### config.mk
export PLATFORM = sky130hd
export DESIGN_NAME = count_seq_monitor
export DESIGN_NICKNAME = d
export VERILOG_FILES = /design/src/rtl/count_seq_monitor.sv
export SDC_FILE = /design/constraint.sdc
export NUM_CORES = 1
export LEC_CHECK = 0
export CAP_MARGIN = 20
export CORE_MARGIN = 2
export CORE_UTILIZATION = 52
export DETAILED_ROUTE_END_ITERATION = 10
export MAX_ROUTING_LAYER = met4
export PLACE_DENSITY = 0.79
export SLEW_MARGIN = 15
export SYNTH_ARGS = -nofsm -noshare
export SYNTH_HDL_FRONTEND = slang
export SYNTH_SLANG_ARGS = --single-unit
### constraint.sdc
create_clock -name clk -period 3.25 [get_ports clk]
set_clock_uncertainty 0.2 [all_clocks]
set_input_delay 0.975 -clock clk [delete_from_list [all_inputs] [get_ports clk]]
set_output_delay 0.975 -clock clk [all_outputs]
set_load 0.03 [all_outputs]
### src/rtl/count_seq_monitor.sv
// count_seq_monitor: watches a free-running counter bus and checks that each
// strobed sample equals the previous sample plus STEP (modulo 2^WIDTH).
// Reports lock status, one-cycle glitch pulses, a sticky error flag and a
// saturating glitch count.
// Optional feature macro: MON_CAPTURE_EN adds bad_val/bad_exp ports that hold
// the observed and expected values of the first glitch since rst or clr_err.
module count_seq_monitor #(
  parameter int WIDTH    = 8,
  parameter int STEP     = 1,
  parameter int LOCK_CNT = 4,
  parameter int ERR_W    = 8
) (
  input  logic             clk,
  input  logic             rst,
  input  logic [WIDTH-1:0] cnt_in,
  input  logic             cnt_vld,
  input  logic             clr_err,
  output logic             locked,
  output logic             glitch,
  output logic             err_sticky,
  output logic [ERR_W-1:0] err_cnt,
  output logic [WIDTH-1:0] expected
`ifdef MON_CAPTURE_EN
  ,
  output logic [WIDTH-1:0] bad_val,
  output logic [WIDTH-1:0] bad_exp
`endif
);

  localparam int GOOD_W = $clog2(LOCK_CNT + 1);

  localparam logic [1:0] S_IDLE  = 2'd0;
  localparam logic [1:0] S_SYNC  = 2'd1;
  localparam logic [1:0] S_TRACK = 2'd2;

  localparam logic [WIDTH-1:0]  STEP_V = WIDTH'(STEP);
  localparam logic [GOOD_W-1:0] LOCK_V = GOOD_W'(LOCK_CNT);
  localparam logic [GOOD_W-1:0] ONE_V  = GOOD_W'(1);

  logic [1:0]        state_q,      state_d;
  logic [WIDTH-1:0]  prev_q,       prev_d;
  logic [GOOD_W-1:0] good_q,       good_d;
  logic              locked_q,     locked_d;
  logic              glitch_q,     glitch_d;
  logic              err_sticky_q, err_sticky_d;
  logic [ERR_W-1:0]  err_cnt_q,    err_cnt_d;
  logic [WIDTH-1:0]  expected_q,   expected_d;

  logic [WIDTH-1:0]  exp_val;
  logic [GOOD_W-1:0] good_inc;
  logic              match;
  logic              miss;

  // Value the current sample must equal to stay in sequence (wraps naturally).
  assign exp_val  = prev_q + STEP_V;
  assign match    = (cnt_in == exp_val);
  assign good_inc = good_q + ONE_V;

  // Sequence-tracking FSM: next state, match run length and lock/glitch flags.
  always_comb begin
    // NOTE: every signal gets a default here so no path leaves one unassigned,
    // which would otherwise infer a latch.
    state_d    = state_q;
    prev_d     = prev_q;
    good_d     = good_q;
    locked_d   = locked_q;
    glitch_d   = 1'b0;
    expected_d = expected_q;
    miss       = 1'b0;
    if (cnt_vld) begin
      prev_d     = cnt_in;
      expected_d = cnt_in + STEP_V;
      case (state_q)
        S_IDLE: begin
          good_d  = ONE_V;
          state_d = S_SYNC;
        end
        S_SYNC: begin
          if (match) begin
            good_d = good_inc;
            if (good_inc == LOCK_V) begin
              state_d  = S_TRACK;
              locked_d = 1'b1;
            end
          end else begin
            // Restart the run; this sample is the first of the new run.
            good_d = ONE_V;
          end
        end
        S_TRACK: begin
          if (!match) begin
            miss     = 1'b1;
            glitch_d = 1'b1;
            good_d   = ONE_V;
            locked_d = 1'b0;
            state_d  = S_SYNC;
          end
        end
        default: begin
          state_d  = S_IDLE;
          good_d   = '0;
          locked_d = 1'b0;
        end
      endcase
    end
  end

  // Error bookkeeping: a glitch on the same edge as clr_err wins over the clear.
  always_comb begin
    err_sticky_d = err_sticky_q;
    err_cnt_d    = err_cnt_q;
    if (miss) begin
      err_sticky_d = 1'b1;
      if (clr_err)               err_cnt_d = ERR_W'(1);
      else if (err_cnt_q != '1)  err_cnt_d = err_cnt_q + ERR_W'(1);
    end else if (clr_err) begin
      err_sticky_d = 1'b0;
      err_cnt_d    = '0;
    end
  end

  // State and output registers with synchronous reset.
  always_ff @(posedge clk) begin
    // NOTE: sequential state uses non-blocking assignments so every register
    // samples the pre-edge values, independent of statement order.
    if (rst) begin
      state_q      <= S_IDLE;
      prev_q       <= '0;
      good_q       <= '0;
      locked_q     <= 1'b0;
      glitch_q     <= 1'b0;
      err_sticky_q <= 1'b0;
      err_cnt_q    <= '0;
      expected_q   <= '0;
    end else begin
      state_q      <= state_d;
      prev_q       <= prev_d;
      good_q       <= good_d;
      locked_q     <= locked_d;
      glitch_q     <= glitch_d;
      err_sticky_q <= err_sticky_d;
      err_cnt_q    <= err_cnt_d;
      expected_q   <= expected_d;
    end
  end

  assign locked     = locked_q;
  assign glitch     = glitch_q;
  assign err_sticky = err_sticky_q;
  assign err_cnt    = err_cnt_q;
  assign expected   = expected_q;

`ifdef MON_CAPTURE_EN
  logic             cap_q;
  logic [WIDTH-1:0] bad_val_q;
  logic [WIDTH-1:0] bad_exp_q;

  // Capture the first glitch since rst/clr_err; a glitch on the clearing edge
  // is itself the first one of the new window.
  always_ff @(posedge clk) begin
    if (rst) begin
      cap_q     <= 1'b0;
      bad_val_q <= '0;
      bad_exp_q <= '0;
    end else if (miss && (clr_err || !cap_q)) begin
      cap_q     <= 1'b1;
      bad_val_q <= cnt_in;
      bad_exp_q <= exp_val;
    end else if (clr_err) begin
      cap_q     <= 1'b0;
      bad_val_q <= '0;
      bad_exp_q <= '0;
    end
  end

  assign bad_val = bad_val_q;
  assign bad_exp = bad_exp_q;
`endif

endmodule
==> results.yml <==
floorplan:
  fp.dieH_um: 62.5
  fp-row-count: 21
  start_util_pct: 53.7
  core_region_area_mm2: 0.00331
  io-pin-count: 31
  fp.dieW_um: 62.5
  design.die.area_mm2: 0.00391
routing:
  wl_per_cell_um: 12.3
  ant_nets: 0
  detailedRoute.firstIterationViolations: 132
  via_per_inst: 5.40
  remaining_drc_errors: 0
  drt_first_pass_iters: 4
  dr_total_vias: 1610
  route.final.wire_length_um: 3650
synth:
  synthDistinctLibCells: 43
  synth_simple_gate_area_share_pct: 27.1
  ys_dominant_reg_cell: "sky130_fd_sc_hd__dfxtp_1"
  synth-edff-count: 0
  post_synth_xor_area_fraction_pct: 6.40
  synthesized_instance_count: 216
  synthesis.area_mm2: 0.00178
  async_sr_flop_fraction_pct: 0
  mappedNetlistNets: 233
  postSynthAreaPerCell_um2: 8.24
  seq_area_frac_synth_pct: 36.0
  synth_compound_area_share_pct: 15.1
  synth-warning-count: 0
  count_of_state_elements_after_synthesis: 32
  synth_fa_ha_area_share_pct: 3.52
  combinational_family_with_the_most_area_after_synthesis: "simple AND/OR/NAND/NOR gates"
  yosys-mux-area-fraction_pct: 7.31
worst_setup_path:
  critPathArrivalTime_ns: 3.03
  start_kind: "input pin"
  critical_path_required_ns: 3.30
  worstPathMaxFanout: 12
  endpoint_kind_of_the_worst_setup_timing_path: "flop"
  critPathKind: "in2reg"
  path_delay_family: "simple AND/OR/NAND/NOR gates"
  critPathMaxStageDelay_ns: 0.49
  slowest_library_cell_on_the_worst_path: "sky130_fd_sc_hd__clkdlybuf4s50_1"
  path_cells: "clkdlybuf4s50_1 > xnor2_1 > a21oi_1 > or4_1 > nor3_2 > nand2_2 > nand4_1 > mux2i_1"
  worstPathBufferInverterCount: 1
clock_tree:
  h-tree-depth: 2
  clock_input_transition_at_the_sequential_cells_of_the_worst_setup_and_hold_paths_ns: 0.10
  cts_root_buffer: "sky130_fd_sc_hd__clkbuf_4"
  cts_hold_buf: 0
  max-clock-path-buffers: 2
  cts_made_buffers: 5
  postCtsSetupRepairBufs: 0
  insertion_delay_ns: 0.33
  post_cts_resized: 0
  clkSinkCount: 32
  tritoncts: "done"
finish:
  leading_cell_type_in_the_layout_fill_and_taps_excluded: "sky130_fd_sc_hd__dfxtp_1"
  fillers: 292
  syn_to_final_growth_pct: 25.4
  n_antenna_cell: 0
  drive_gt1_share_pct: 9.92
  final_core_util_pct: 67.4
  final_cell_mix: "sky130_fd_sc_hd__dfxtp_1 (32), sky130_fd_sc_hd__clkdlybuf4s50_1 (30), sky130_fd_sc_hd__nor2_1 (23), sky130_fd_sc_hd__nand2_1 (19), sky130_fd_sc_hd__mux2i_1 (13)"
  fin_nets: 269
global_route:
  grt_max_degree: 35
  wire_length_of_the_first_global_routing_pass_um: 6230
  number_of_global_route_vias_before_repair: 1362
  globalRouteTotalUtil_pct: 20.3
  grt_antenna_before_repair: 0
  residual_overflow_from_global_routing: 0
placed_design:
  finalWeightedCongestion: 0.846
  port_buffers: 30
  hpwl_um: 2680
power:
  total_leakage_power_nw: 0.882
  total_power_uw: 807
  power_per_cell_area_mw_per_mm2: 362
  irDropWorstVdd_mv: 0.226
outcome:
  run_status: "completed"
timing:
  grt_setup_unrepaired: "no"
  hold_viol: 0
  finalCritPeriodShare_pct: 91.7
  report.final.slew_viol_count: 0
  setup_viol: 0
  achievable-frequency_mhz: 335
  max_slew_margin_pct: 69.3
  worstMarginPinSlew_ns: 0.459
  period_minus_slack_ns: 2.98
job:
  cap_violations: 0
min_path:
  holdCritPathClass: "reg2reg"
==> through the flow <==
| step | setup WS, ns | std cells | setup TNS (ns) | hold slack (ns) | area [µm²] |
|---|---|---|---|---|---|
| after CTS | 0.281 | 298 | 0 | 0.285 | 2230 |
| final | 0.269 | 298 | 0 | 0.280 | 2230 |
| after global routing | 0.173 | 298 | 0 | 0.305 | 2230 |
| after detailed placement | -0.0767 | 291 | -0.156 | 0.267 | 2170 |
| after floorplan | 0.606 | 216 | 0 | 0.279 | 1780 |
| after global placement | -0.0287 | 291 | -0.0287 | 0.263 | 2170 |
==> path summary, 6_finish.rpt <==
path              start  slack (ns)  depth (start not counted)    endpoint
max           cnt_in[3]        0.27                          8  err_cnt[7]
min          err_sticky        0.28                          2  err_sticky
max reg2reg   prev_q[0]        0.66                          7  err_cnt[7]
min reg2reg  err_sticky        0.28                          2  err_sticky
==> sequential cells by signal, indices dropped and copies added (netlist names) <==
| register | count |
|---|---|
| prev_q | 8 |
| err_sticky | 1 |
| state_q | 2 |
| locked | 1 |
| glitch | 1 |
| expected | 8 |
| err_cnt | 8 |
| good_q | 3 |
==> cell type report <==
class                      instances  area (µm²)  area share [%]
clock buffer                       7        65.1            2.92
inverter                           7        26.3            1.18
multi-input combinational        165        1060            47.4
sequential                        32         641            28.7
tap                               46        57.6            2.58
timing repair buffer              41         383            17.2
==> cell families after synthesis <==
logic type                 count (synthesis)
AOI/OAI and AO/OA                         42
xor gates and xnor gates                  13
adders and majority gates                  5
buffers and inverters                     19
DFF                                       32
muxes                                     13
and+or+nand+nor                           92
==> where the power goes <==
group	leakage, nW	internal [mW]	total, mW	switching, mW
sequential	0.262	0.407	0.421	0.0142
combinational	0.582	0.0625	0.130	0.0678
clock	0.0374	0.123	0.255	0.133
==> metal layers <==
layer / up-vias / part of all wire (%) / track usage, %
met2: 38 / 44 / 30.9
met4: 0 / 2.3 / 8.89
met3: 10 / 5.1 / 5.23
met5: - / 0 / -
li1: 841 / - / -
met1: 721 / 48 / 25.6
==> cell usage after synthesis, types with 4 or more instances <==
master / number / area, µm²
sky130_fd_sc_hd__dfxtp_1: 32 / 641
sky130_fd_sc_hd__nor2_1: 23 / 86.3
sky130_fd_sc_hd__nand2_1: 19 / 71.3
sky130_fd_sc_hd__mux2i_1: 13 / 130
sky130_fd_sc_hd__a21oi_1: 12 / 60.1
sky130_fd_sc_hd__xnor2_1: 10 / 87.6
sky130_fd_sc_hd__clkbuf_1: 9 / 33.8
sky130_fd_sc_hd__a211oi_1: 8 / 60.1
sky130_fd_sc_hd__and3_1: 8 / 50.1
sky130_fd_sc_hd__inv_1: 7 / 26.3
sky130_fd_sc_hd__nand3_1: 7 / 35.0
sky130_fd_sc_hd__o21ai_0: 7 / 35.0
sky130_fd_sc_hd__ha_1: 5 / 62.6
sky130_fd_sc_hd__nor3_1: 5 / 25.0
sky130_fd_sc_hd__nand2b_1: 4 / 25.0
sky130_fd_sc_hd__nor2b_1: 4 / 25.0
sky130_fd_sc_hd__or3_1: 4 / 25.0
==> worst reg2reg max path, cell delays in order (launching register included) <==
cell	delay [ns]
sky130_fd_sc_hd__dfxtp_1	0.44
sky130_fd_sc_hd__ha_1	0.28
sky130_fd_sc_hd__xor2_1	0.14
sky130_fd_sc_hd__or4_1	0.53
sky130_fd_sc_hd__nor3_2	0.32
sky130_fd_sc_hd__nand2_2	0.22
sky130_fd_sc_hd__nand4_1	0.15
sky130_fd_sc_hd__mux2i_1	0.24
Note: power is estimated with default switching activity, not from simulation.
